<file path="config.mk">
export PLATFORM = sky130hd
export DESIGN_NAME = operand_collector_flat
export DESIGN_NICKNAME = d
export VERILOG_FILES = /design/src/rtl/operand_collector_pkg.sv /design/src/rtl/operand_collector_if.sv /design/src/rtl/operand_collector_slot.sv /design/src/rtl/operand_collector.sv /design/src/flat_wrapper.sv
export SDC_FILE = /design/constraint.sdc
export NUM_CORES = 1
export LEC_CHECK = 0
export CAP_MARGIN = 10
export CORE_ASPECT_RATIO = 1.4
export CORE_MARGIN = 1
export CORE_UTILIZATION = 55
export CTS_CLUSTER_DIAMETER = 200
export DETAILED_ROUTE_END_ITERATION = 7
export GPL_TIMING_DRIVEN = 0
export HOLD_SLACK_MARGIN = 0.03
export PLACE_DENSITY = 0.84
export SYNTH_ARGS = -nofsm -noshare
export SYNTH_HDL_FRONTEND = slang
export SYNTH_HIERARCHICAL = 1
export SYNTH_SLANG_ARGS = --single-unit
</file>
<file path="constraint.sdc">
create_clock -name clk -period 6.5 [get_ports clk]
set_input_delay 0.975 -clock clk [delete_from_list [all_inputs] [get_ports clk]]
set_output_delay 0.975 -clock clk [all_outputs]
set_load 0.005 [all_outputs]
</file>
<file path="src/rtl/operand_collector_pkg.sv">
// Shared types and constants for the operand collector and its slots.
package collector_pkg;

  typedef enum logic {FILL, FULL} state_e;

  localparam int unsigned NCH_MAX   = 8;
  localparam int unsigned WIDTH_MAX = 16;

  // Low n bits set; callers slice down to their own channel count.
  function automatic logic [NCH_MAX-1:0] all_ones(input int unsigned n);
    logic [NCH_MAX-1:0] m;
    m = '0;
    for (int unsigned i = 0; i < NCH_MAX; i++) begin
      if (i < n) m[i] = 1'b1;
    end
    return m;
  endfunction

  function automatic int unsigned sel_width(input int unsigned n);
    return (n > 1) ? $clog2(n) : 1;
  endfunction

endpackage

</file>
<file path="src/rtl/operand_collector_if.sv">
// Operand write bus plus frame output handshake of the operand collector.
interface operand_collector_if
  import collector_pkg::*;
#(
  parameter int unsigned WIDTH = 8,
  parameter int unsigned NCH   = 2
) ();

  localparam int unsigned SELW = sel_width(NCH);

  logic [WIDTH-1:0]     data_bus;
  logic                 wr_en;
  logic [SELW-1:0]      sel;
  logic                 clr;
  logic                 out_ready;
  logic                 out_valid;
  logic [NCH*WIDTH-1:0] s_out;
  logic [NCH-1:0]       fill_mask;
  logic                 zero_err;
  logic                 drop_err;

  modport master (
    output data_bus, wr_en, sel, clr, out_ready,
    input  out_valid, s_out, fill_mask, zero_err, drop_err
  );

  modport slave (
    input  data_bus, wr_en, sel, clr, out_ready,
    output out_valid, s_out, fill_mask, zero_err, drop_err
  );

endinterface

</file>
<file path="src/rtl/operand_collector_slot.sv">
// One operand register with load enable and synchronous clear.
module operand_slot #(
  parameter int unsigned WIDTH = 8
) (
  input  logic             clk,
  input  logic             rst_n,
  input  logic             clr_i,
  input  logic             ld_i,
  input  logic [WIDTH-1:0] d_i,
  output logic [WIDTH-1:0] q_o,
  output logic             is_zero_o
);

  logic [WIDTH-1:0] val_q;
  logic [WIDTH-1:0] val_d;

  always_comb begin
    val_d = val_q;
    if (clr_i)     val_d = '0;
    else if (ld_i) val_d = d_i;
  end

  always_ff @(posedge clk or negedge rst_n) begin
    if (!rst_n) val_q <= '0;
    else        val_q <= val_d;
  end

  assign q_o       = val_q;
  assign is_zero_o = (val_q == '0);

endmodule

</file>
<file path="src/rtl/operand_collector.sv">
// Collects NCH operands from a shared bus into a frame, with optional
// zero-operand rejection, one pending frame and back-pressured output.
module operand_collector
  import collector_pkg::*;
#(
  parameter int unsigned WIDTH       = 8,
  parameter int unsigned NCH         = 2,
  parameter bit          ZERO_REJECT = 1'b1
) (
  input  logic                clk,
  input  logic                rst_n,
  operand_collector_if.slave  bus
);

  localparam int unsigned        SELW   = sel_width(NCH);
  localparam logic [NCH_MAX-1:0] ONES_W = all_ones(NCH);
  localparam logic [NCH-1:0]     ONES   = ONES_W[NCH-1:0];

  state_e               state_q, state_d;
  logic [NCH-1:0]       mask_q, mask_d;
  logic                 out_valid_q, out_valid_d;
  logic [NCH*WIDTH-1:0] s_out_q, s_out_d;
  logic                 zero_err_q, zero_err_d;
  logic                 drop_err_q, drop_err_d;

  logic [WIDTH-1:0]     slot_q [NCH];
  logic [NCH-1:0]       slot_zero;
  logic [NCH-1:0]       ld;
  logic                 sel_ok, wr_acc, complete, out_free, zero_any, do_xfer;
  logic [NCH-1:0]       new_mask;
  logic [NCH*WIDTH-1:0] frame;

  assign sel_ok   = (32'(bus.sel) < NCH);
  assign wr_acc   = bus.wr_en && !bus.clr && sel_ok && (state_q == FILL);
  assign out_free = !out_valid_q || bus.out_ready;

  // Frame as it will look after this edge: the slot being written this cycle
  // contributes the bus value, so completion can transfer without a bubble.
  always_comb begin
    ld       = '0;
    frame    = '0;
    zero_any = 1'b0;
    for (int unsigned i = 0; i < NCH; i++) begin
      ld[i] = wr_acc && (bus.sel == SELW'(i));
      frame[i*WIDTH +: WIDTH] = ld[i] ? bus.data_bus : slot_q[i];
      zero_any = zero_any | (ld[i] ? (bus.data_bus == '0) : slot_zero[i]);
    end
  end

  assign new_mask = mask_q | ld;
  assign complete = wr_acc && (new_mask == ONES);

  for (genvar g = 0; g < int'(NCH); g++) begin : g_slot
    operand_slot #(.WIDTH(WIDTH)) u_slot (
      .clk       (clk),
      .rst_n     (rst_n),
      .clr_i     (bus.clr),
      .ld_i      (ld[g]),
      .d_i       (bus.data_bus),
      .q_o       (slot_q[g]),
      .is_zero_o (slot_zero[g])
    );
  end

  always_comb begin
    state_d     = state_q;
    mask_d      = mask_q;
    out_valid_d = out_valid_q && !bus.out_ready;
    s_out_d     = s_out_q;
    zero_err_d  = 1'b0;
    drop_err_d  = bus.wr_en && !bus.clr && (!sel_ok || (state_q == FULL));
    do_xfer     = 1'b0;

    if (bus.clr) begin
      state_d = FILL;
      mask_d  = '0;
    end else begin
      unique case (state_q)
        FILL: begin
          mask_d = new_mask;
          if (complete) begin
            if (out_free) do_xfer = 1'b1;
            else          state_d = FULL;
          end
        end
        FULL: begin
          if (bus.out_ready) begin
            do_xfer = 1'b1;
            state_d = FILL;
          end
        end
        default: state_d = FILL;
      endcase
    end

    if (do_xfer) begin
      mask_d = '0;
      if (ZERO_REJECT && zero_any) begin
        zero_err_d = 1'b1;
      end else begin
        out_valid_d = 1'b1;
        s_out_d     = frame;
      end
    end
  end

  always_ff @(posedge clk or negedge rst_n) begin
    if (!rst_n) begin
      state_q     <= FILL;
      mask_q      <= '0;
      out_valid_q <= 1'b0;
      s_out_q     <= '0;
      zero_err_q  <= 1'b0;
      drop_err_q  <= 1'b0;
    end else begin
      state_q     <= state_d;
      mask_q      <= mask_d;
      out_valid_q <= out_valid_d;
      s_out_q     <= s_out_d;
      zero_err_q  <= zero_err_d;
      drop_err_q  <= drop_err_d;
    end
  end

  assign bus.out_valid = out_valid_q;
  assign bus.s_out     = s_out_q;
  assign bus.fill_mask = mask_q;
  assign bus.zero_err  = zero_err_q;
  assign bus.drop_err  = drop_err_q;

endmodule

</file>
<file path="src/flat_wrapper.sv">
// flat-port wrapper written by rule: the top's interface ports become plain ports
module operand_collector_flat import collector_pkg::*;
#(
  parameter int unsigned WIDTH       = 8,
  parameter int unsigned NCH         = 2,
  parameter bit          ZERO_REJECT = 1'b1
)
  (clk, rst_n, bus_data_bus, bus_wr_en, bus_sel, bus_clr, bus_out_ready, bus_out_valid, bus_s_out, bus_fill_mask, bus_zero_err, bus_drop_err);
  operand_collector_if #(.WIDTH(WIDTH), .NCH(NCH)) bus_i ();
  input  logic clk;
  input  logic rst_n;
  input wire logic [$bits(bus_i.data_bus)-1:0] bus_data_bus;
  input wire logic [$bits(bus_i.wr_en)-1:0] bus_wr_en;
  input wire logic [$bits(bus_i.sel)-1:0] bus_sel;
  input wire logic [$bits(bus_i.clr)-1:0] bus_clr;
  input wire logic [$bits(bus_i.out_ready)-1:0] bus_out_ready;
  output wire logic [$bits(bus_i.out_valid)-1:0] bus_out_valid;
  output wire logic [$bits(bus_i.s_out)-1:0] bus_s_out;
  output wire logic [$bits(bus_i.fill_mask)-1:0] bus_fill_mask;
  output wire logic [$bits(bus_i.zero_err)-1:0] bus_zero_err;
  output wire logic [$bits(bus_i.drop_err)-1:0] bus_drop_err;
  assign bus_i.data_bus = bus_data_bus;
  assign bus_i.wr_en = bus_wr_en;
  assign bus_i.sel = bus_sel;
  assign bus_i.clr = bus_clr;
  assign bus_i.out_ready = bus_out_ready;
  assign bus_out_valid = bus_i.out_valid;
  assign bus_s_out = bus_i.s_out;
  assign bus_fill_mask = bus_i.fill_mask;
  assign bus_zero_err = bus_i.zero_err;
  assign bus_drop_err = bus_i.drop_err;
  operand_collector #(.WIDTH(WIDTH), .NCH(NCH), .ZERO_REJECT(ZERO_REJECT)) u_core (.clk(clk), .rst_n(rst_n), .bus(bus_i));
endmodule
</file>
==> results of run 1 <==
[state kept, by name, indices dropped and copies added, names as in the netlist]
signal	count
u_core/bus.s_out	16
u_core/g_slot.u_slot/q_o	16
u_core/bus.fill_mask	2
u_core/bus.drop_err	1
u_core/bus.out_valid	1
u_core/bus.zero_err	1
u_core/state_q	1
[worst max-delay path: cells and delay by family]
kind | cells | cell delay [ns]
muxes | 1 | 0.30
and+or+nand+nor | 2 | 0.80
AOI/OAI and AO/OA | 2 | 0.39
buffers and inverters | 2 | 0.69
[through the flow]
step	std cells	hold WS, ns	utilization	worst slack [ns]	instance area, um^2
floorplan	140	0.496	-	3.91	1860
global placement	213	0.492	0.712	3.27	2250
detailed placement	213	0.498	0.711	3.21	2240
CTS	220	0.515	0.735	3.51	2320
global route	220	0.528	0.735	3.40	2320
finish	220	0.513	0.735	3.52	2320
[report_power, final]
group          total (mW)  switching, mW  internal, mW
sequential          0.248        0.00448         0.243
combinational      0.0594         0.0280        0.0314
clock               0.148         0.0744        0.0737
[synth_stat cells]
master     count
nor3_1         1
inv_1          2
dfrtp_1       38
nor3b_4        1
buf_1          2
nor4_1         1
mux2_2        24
o2111ai_2      1
or4_1          4
and3b_1        1
nand3b_4       1
o311ai_2       1
mux2i_1       16
buf_2          4
a21oi_1        1
nor2_1        23
a31oi_1        1
buf_12         1
or4_4          2
and2_1         1
nor2b_1        1
o21ai_0        1
mux2_4         9
o211ai_2       1
o21a_1         2
[logic make-up (layout without fill, tap and decap cells)]
group / count (synthesis) / after routing / synth area share
AOI/OAI and AO/OA: 8 / 8 / 0.0404
buffers and inverters: 9 / 50 / 0.0297
DFF: 38 / 38 / 0.512
muxes: 49 / 49 / 0.305
and+or+nand+nor: 36 / 36 / 0.113
[cell type report]
class / instances / share of cell area
Sequential cell: 38 / 0.410
Buffer: 7 / 0.0205
Inverter: 2 / 0.00324
Tap cell: 39 / 0.0211
Multi-Input combinational cell: 93 / 0.367
Timing Repair Buffer: 34 / 0.145
Clock buffer: 7 / 0.0329
[placed cells by master, fill, tap and decap left out, types with 2 or more instances in the layout]
cell type,Yosys,routed
buf_1,2,2
buf_2,4,5
clkbuf_1,0,2
clkbuf_8,0,5
clkdlybuf4s50_1,0,33
dfrtp_1,38,38
inv_1,2,2
mux2_2,24,24
mux2_4,9,9
mux2i_1,16,16
nor2_1,23,23
o21a_1,2,2
or4_1,4,4
or4_4,2,2
[layer usage]
| layer | up-vias | track usage | wire length [um] |
|---|---|---|---|
| met1 | 596 | 0.301 | 1560 |
| li1 | 582 | - | - |
| met2 | 32 | 0.409 | 1900 |
| met5 | - | 0 | 0 |
| met3 | 11 | 0.0495 | 140 |
| met4 | 0 | 0.127 | 105 |
[path summary, 6_finish.rpt]
kind	from	end
setup / recovery	bus_data_bus[2]	u_core/bus.s_out[12]
hold / removal	u_core/bus.s_out[0]	u_core/bus.s_out[0]
setup reg to reg	u_core/g_slot[0].u_slot/q_o[5]	u_core/bus.s_out[12]
hold reg to reg	u_core/bus.s_out[0]	u_core/bus.s_out[0]
max in group asynchronous	rst_n	u_core/bus.s_out[14]
min in group asynchronous	rst_n	u_core/g_slot[0].u_slot/q_o[6]
==> impl_metrics.env, run 1 <==
export IMPL_antenna_found_initial=0
export IMPL_path_max_fanout=10
export IMPL_portBuffers=34
export IMPL_initial_core_util=0.589
export IMPL_core_mm2=0.00315
export IMPL_status="complete, no violations"
export IMPL_clock_latency_ns=0.29
export IMPL_critPathKind="input pin to register"
export IMPL_drive_above_1_share=0.282
export IMPL_fillers=227
export IMPL_arrival_ns=3.15
export IMPL_drt_first_pass_iters=4
export IMPL_path_cells="clkdlybuf4s50_1 -> or4_4 -> o2111ai_2 -> o311ai_2 -> nand3b_4 -> buf_12 -> mux2_4"
export IMPL_ys_ff_latch=38
export IMPL_critPathLaunchType="input pin"
export IMPL_hold_viol_final=0
export IMPL_cts_htree_levels=2
export IMPL_grt_first_pass_wirelength_um=6540
export IMPL_wl_per_cell_um=16.8
export IMPL_fmax_mhz=336
export IMPL_remaining_drc_errors=0
export IMPL_hpwl_um=2720
export IMPL_worst_pin_slew_ns=0.811
export IMPL_cts_resized=0
export IMPL_crit_required_ns=6.67
export IMPL_cp_slowest_cell="or4_4"
export IMPL_fin_total_pwr_mw=0.455
export IMPL_synth_top_cell_area_share=0.512
export IMPL_period_minus_slack_ns=2.98
export IMPL_finalSetupViolCount=0
export IMPL_leakagePower_nw=1.12
export IMPL_die_h_um=70.8
export IMPL_row_count=24
export IMPL_diodes=0
export IMPL_routed_wl_um=3700
export IMPL_die_area_mm2=0.00362
export IMPL_register_area_um2=951
export IMPL_ios=35
export IMPL_post_cts_buffers=0
export IMPL_yosysUniqueCellTypes=25
export IMPL_synth_area_per_cell_um2=13.3
export IMPL_vdd_ir_drop_max_v=0.000249
export IMPL_relSlewSlack=0.459
export IMPL_clk_pin_slew_ns=0.07
export IMPL_die_w_um=51.1
export IMPL_grt_pass1_vias=1348
export IMPL_vias=1221
export IMPL_multi_input_area_um2=851
export IMPL_synthCells=140
export IMPL_clock_sinks=38
export IMPL_cts_made_buffers=5
export IMPL_drt_first_iter_violations=18
export IMPL_rsz0062_at_grt="no"
export IMPL_synth_area_mm2=0.00186
export IMPL_area_delta_synth_final_pct=24.8
export IMPL_cap_violations=0
export IMPL_r2r_cells=8
export IMPL_grt_overflow_total=0
export IMPL_clockBufferDepth=2
export IMPL_final_setup_tns_ns=0
export IMPL_synth_area_leaders="dfrtp_1, mux2_2, mux2i_1"
export IMPL_synth_seq_area_share=0.512
export IMPL_grt_util_all_layers=0.248
export IMPL_post_route_period_util=0.458
export IMPL_slowest_delay_ns=0.60
export IMPL_cts_root_buf="clkbuf_8"
export IMPL_cts_tree="done"
export IMPL_gp_congestion=0.797
export IMPL_ys_warn_count=6
export IMPL_grt_max_degree=39
export IMPL_syn_nets=154
export IMPL_synth_area_leader_cell="dfrtp_1"
export IMPL_hold_buffers=0
export IMPL_finalMaxSlewViolations=0
export IMPL_cellPowerDensity_mw_per_mm2=196
export IMPL_r2r_slack_ns=4.21
export IMPL_vias_per_cell=5.55
export IMPL_finalNetCount=195
export IMPL_ant_nets=0
export IMPL_min_path_type="register to register"
export IMPL_whs_path_depth=1
export IMPL_worstSetupEndpointType="register"
export IMPL_skew_ns=0.00401
Note: power is estimated with default switching activity, not from simulation.
==> inputs of run 2 (changes only) <==
--- a/config.mk
+++ b/config.mk
@@ -8,12 +8,12 @@
 export CAP_MARGIN = 10
 export CORE_ASPECT_RATIO = 1.4
 export CORE_MARGIN = 1
-export CORE_UTILIZATION = 55
+export CORE_UTILIZATION = 46
 export CTS_CLUSTER_DIAMETER = 200
 export DETAILED_ROUTE_END_ITERATION = 7
 export GPL_TIMING_DRIVEN = 0
 export HOLD_SLACK_MARGIN = 0.03
-export PLACE_DENSITY = 0.84
+export PLACE_DENSITY = 0.75
 export SYNTH_ARGS = -nofsm -noshare
 export SYNTH_HDL_FRONTEND = slang
 export SYNTH_HIERARCHICAL = 1
==> constraint.sdc (replaced) <==
create_clock -name clk -period 2.6 [get_ports clk]
set_input_delay 0.39 -clock clk [delete_from_list [all_inputs] [get_ports clk]]
set_output_delay 0.39 -clock clk [all_outputs]
set_load 0.005 [all_outputs]
==> impl_metrics.env, run 2 (synthesized netlist as in run 1, its figures left out) <==
export IMPL_cts_htree_levels=2
export IMPL_die_h_um=77.2
export IMPL_initial_core_util=0.478
export IMPL_worstSetupEndpointType="register"
export IMPL_period_minus_slack_ns=2.38
export IMPL_drive_above_1_share=0.297
export IMPL_ant_nets=0
export IMPL_vias=1223
export IMPL_cp_slowest_cell="or4_4"
export IMPL_skew_ns=0.0110
export IMPL_grt_pass1_vias=1340
export IMPL_relSlewSlack=0.439
export IMPL_cts_made_buffers=5
export IMPL_diodes=0
export IMPL_gp_congestion=0.848
export IMPL_die_area_mm2=0.00430
export IMPL_drt_first_iter_violations=45
export IMPL_top_usage_layer="met2"
export IMPL_final_cell_mix="dfrtp_1, clkdlybuf4s50_1, mux2_2, nor2_1, mux2i_1"
export IMPL_cellPowerDensity_mw_per_mm2=534
export IMPL_min_path_type="input pin to asynchronous set/reset pin"
export IMPL_use_met3=0.0540
export IMPL_finalMaxSlewViolations=0
export IMPL_grt_util_all_layers=0.192
export IMPL_clock_sinks=38
export IMPL_use_met1=0.215
export IMPL_core_mm2=0.00388
export IMPL_post_route_period_util=0.913
export IMPL_final_common_cell="dfrtp_1"
export IMPL_finish_utilization=0.606
export IMPL_row_count=27
export IMPL_r2r_slack_ns=0.33
export IMPL_arrival_ns=2.55
export IMPL_grt_first_pass_wirelength_um=6350
export IMPL_worst_pin_slew_ns=0.841
export IMPL_critPathLaunchType="input pin"
export IMPL_grt_overflow_total=0
export IMPL_ios=35
export IMPL_path_max_fanout=10
export IMPL_multi_input_area_um2=851
export IMPL_cts_root_buf="clkbuf_8"
export IMPL_die_w_um=55.7
export IMPL_path_cells="clkdlybuf4s50_1 -> or4_4 -> o2111ai_2 -> o311ai_2 -> nand3b_4 -> buf_12 -> mux2_4"
export IMPL_grtUsageMet2=0.329
export IMPL_area_delta_synth_final_pct=26.8
export IMPL_portBuffers=34
export IMPL_hpwl_um=2780
export IMPL_remaining_drc_errors=0
export IMPL_hold_buffers=0
export IMPL_finalNetCount=195
export IMPL_vias_per_cell=5.44
export IMPL_clockBufferDepth=2
export IMPL_cts_tree="done"
export IMPL_vdd_ir_drop_max_v=0.000779
export IMPL_critPathKind="input pin to register"
export IMPL_clock_latency_ns=0.29
export IMPL_leakagePower_nw=1.13
export IMPL_register_area_um2=951
export IMPL_post_cts_buffers=0
export IMPL_antenna_found_initial=0
export IMPL_cap_violations=0
export IMPL_hold_viol_final=0
export IMPL_crit_required_ns=2.77
export IMPL_fin_total_pwr_mw=1.26
export IMPL_fillers=317
export IMPL_status="complete, no violations"
export IMPL_clk_pin_slew_ns=0.08
export IMPL_slowest_delay_ns=0.59
export IMPL_wl_per_cell_um=16.7
export IMPL_routed_wl_um=3750
export IMPL_cts_resized=0
export IMPL_grt_max_degree=39
export IMPL_drt_first_pass_iters=4
export IMPL_rsz0062_at_grt="no"
export IMPL_finalSetupViolCount=0
export IMPL_fmax_mhz=421
==> run 2: changes by cell type in the layout (fill, tap and decap cells not counted) <==
cell       previous run  this run
clkinv_2              0         2
bufinv_16             0         1
clkbuf_1              2         0
==> run 2: worst paths after layout <==
| path | from | endpoint | cells past startpoint |
|---|---|---|---|
| min in group clk | u_core/bus.s_out[4] | u_core/bus.s_out[4] | 1 |
| hold reg to reg | u_core/bus.s_out[4] | u_core/bus.s_out[4] | 1 |
| setup reg to reg | u_core/g_slot[1].u_slot/q_o[1] | u_core/bus.s_out[5] | 8 |
| hold / removal | rst_n | u_core/bus.fill_mask[1] | 1 |
| max in group asynchronous | rst_n | u_core/g_slot[1].u_slot/q_o[0] | 1 |
| setup / recovery | bus_data_bus[2] | u_core/bus.s_out[5] | 7 |
==> run 2: metrics by stage <==
step	std cells	instance area, um^2	hold slack [ns]	setup WS [ns]	setup TNS, ns
finish	225	2350	0.198	0.225	0
global placement	217	2250	0.493	-0.0509	-0.446
CTS	225	2350	0.227	0.214	0
floorplan	140	1860	0.0944	0.557	0
global route	225	2350	0.266	0.134	0
detailed placement	217	2250	0.499	-0.0835	-0.644
==> run 2: routing by layer <==
layer | share of wire | routed length (um)
met1 | 0.40 | 1510
met4 | 0.027 | 102
met3 | 0.042 | 156
met2 | 0.53 | 1980
met5 | 0 | 0
==> run 2: final cells by class <==
cell class	count	share of cell area
Multi-Input combinational cell	93	0.361
Clock buffer	5	0.0292
Tap cell	43	0.0228
Buffer	7	0.0202
Sequential cell	38	0.404
Clock inverter	3	0.0170
Inverter	2	0.00319
Timing Repair Buffer	34	0.142
==> run 2: power by group <==
part           switching (mW)  leakage (nW)  internal, mW
Combinational          0.0707         0.551        0.0786
Sequential             0.0108         0.526         0.608
Clock                   0.208        0.0579         0.282
Total                   0.289          1.13         0.968
==> run 2: critical path: cells and delay by family <==
kind            cells  cell delay [ns]
mux                 1             0.30
buf+inv             2             0.68
compound gates      2             0.38
simple gates        2             0.79
==> inputs of run 3 (changes only) <==
==> constraint.sdc (replaced) <==
create_clock -name clk -period 2 [get_ports clk]
set_input_delay 0.3 -clock clk [delete_from_list [all_inputs] [get_ports clk]]
set_output_delay 0.3 -clock clk [all_outputs]
set_load 0.005 [all_outputs]
==> impl_metrics.env, run 3 (synthesized netlist as in run 1, its figures left out) <==
export IMPL_status="finished with violations"
export IMPL_core_mm2=0.00388
export IMPL_finalMaxSlewViolations=0
export IMPL_ant_nets=0
export IMPL_die_h_um=77.2
export IMPL_skew_ns=0.00573
export IMPL_hold_viol_final=0
export IMPL_grt_overflow_total=0
export IMPL_vias_per_cell=5.48
export IMPL_arrival_ns=2.25
export IMPL_grt_max_degree=39
export IMPL_initial_core_util=0.478
export IMPL_leakagePower_nw=1.23
export IMPL_path_max_fanout=10
export IMPL_fillers=307
export IMPL_worst_pin_slew_ns=0.830
export IMPL_post_route_period_util=1.04
export IMPL_clock_sinks=38
export IMPL_cts_htree_levels=2
export IMPL_worstSetupEndpointType="register"
export IMPL_cts_tree="done"
export IMPL_violations="setup timing"
export IMPL_min_path_type="input pin to asynchronous set/reset pin"
export IMPL_remaining_drc_errors=0
export IMPL_final_common_cell="dfrtp_1"
export IMPL_cts_made_buffers=5
export IMPL_hold_slack_ns=0.110
export IMPL_drt_first_pass_iters=4
export IMPL_grt_pass1_vias=1366
export IMPL_wl_per_cell_um=17.1
export IMPL_final_cell_mix="dfrtp_1, clkdlybuf4s50_1, nor2_1, mux2_2"
export IMPL_area_delta_synth_final_pct=35.0
export IMPL_crit_required_ns=2.17
export IMPL_place_ws_ns=-0.578
export IMPL_routed_wl_um=4060
export IMPL_rsz0062_at_grt="yes"
export IMPL_die_area_mm2=0.00430
export IMPL_fin_total_pwr_mw=1.53
export IMPL_finalWorstSetupSlack_ns=-0.0786
export IMPL_vias=1298
export IMPL_critPathLaunchType="register"
export IMPL_drt_first_iter_violations=15
export IMPL_cap_violations=0
export IMPL_diodes=0
export IMPL_portBuffers=34
export IMPL_clk_pin_slew_ns=0.07
export IMPL_antenna_found_initial=0
export IMPL_relSlewSlack=0.447
export IMPL_fmax_mhz=481
export IMPL_clockBufferDepth=2
export IMPL_finalNetCount=208
export IMPL_drive_above_1_share=0.366
export IMPL_cts_root_buf="clkbuf_8"
export IMPL_vdd_ir_drop_max_v=0.000461
export IMPL_critPathKind="register to register"
export IMPL_cellPowerDensity_mw_per_mm2=612
export IMPL_row_count=27
export IMPL_gp_congestion=0.766
export IMPL_finalSetupViolCount=16
export IMPL_die_w_um=55.7
export IMPL_grt_first_pass_wirelength_um=6710
export IMPL_clock_latency_ns=0.29
export IMPL_period_minus_slack_ns=2.08
export IMPL_hpwl_um=2760
export IMPL_grt_util_all_layers=0.204
export IMPL_ios=35
run 3: final timing paths:
kind                                                startpoint  cells past startpoint                             end  slack [ns]
worst max-delay path            u_core/g_slot[0].u_slot/q_o[2]                      8            u_core/bus.s_out[11]       -0.08
worst min-delay path                                     rst_n                      1             u_core/bus.s_out[8]        0.11
worst max register to register  u_core/g_slot[0].u_slot/q_o[2]                      8            u_core/bus.s_out[11]       -0.08
worst min register to register         u_core/bus.fill_mask[0]                      1         u_core/bus.fill_mask[0]        0.51
max in group asynchronous                                rst_n                      1  u_core/g_slot[1].u_slot/q_o[5]        1.36
min in group clk                       u_core/bus.fill_mask[0]                      1         u_core/bus.fill_mask[0]        0.51
run 3: per-stage QoR:
stage | TNS (ns) | std cells | utilization | area, um^2
6_report | -1.05 | 237 | 0.645 | 2510
5_1_grt | -1.83 | 237 | 0.645 | 2510
4_1_cts | -0.901 | 233 | 0.630 | 2450
3_5_place_dp | -15.98 | 217 | 0.579 | 2250
3_3_place_gp | -20.47 | 217 | 0.580 | 2250
2_1_floorplan | -0.333 | 140 | - | 1860
run 3: layout make-up:
cell class / instances / area (um^2) / share of cell area
multi-input combinational: 93 / 928 / 0.370
inverter: 2 / 7.51 / 0.00300
buffer: 7 / 55.1 / 0.0220
sequential: 38 / 951 / 0.379
clock buffer: 7 / 76.3 / 0.0305
tap: 43 / 53.8 / 0.0215
timing repair buffer: 47 / 434 / 0.173
run 3: worst max-delay path, stage by stage, from the launching register on:
cell       delay [ns]
dfrtp_1          0.40
or4_4            0.55
nor2_4           0.14
inv_2            0.05
o2111ai_4        0.09
o311ai_4         0.15
nand3b_4         0.13
buf_12           0.15
mux2_4           0.30
run 3: power by group:
part	switching, mW	internal, mW
Sequential	0.0152	0.790
Combinational	0.111	0.135
Clock	0.242	0.240
Total	0.368	1.17
run 3: timing repair:
item,CTS,global route
endpoints found under the setup margin,33,33
setup buffers,9,4
pin swaps,3,6
hold buffers,0,0
hold endpoints to repair,0,0
gates resized for setup,20,9
run 3: layer usage:
layer	track usage	up-vias	part of all wire
li1	-	605	-
met1	0.241	652	0.43
met2	0.347	33	0.52
met3	0.0489	8	0.032
met4	0.0900	0	0.020
met5	0	-	0
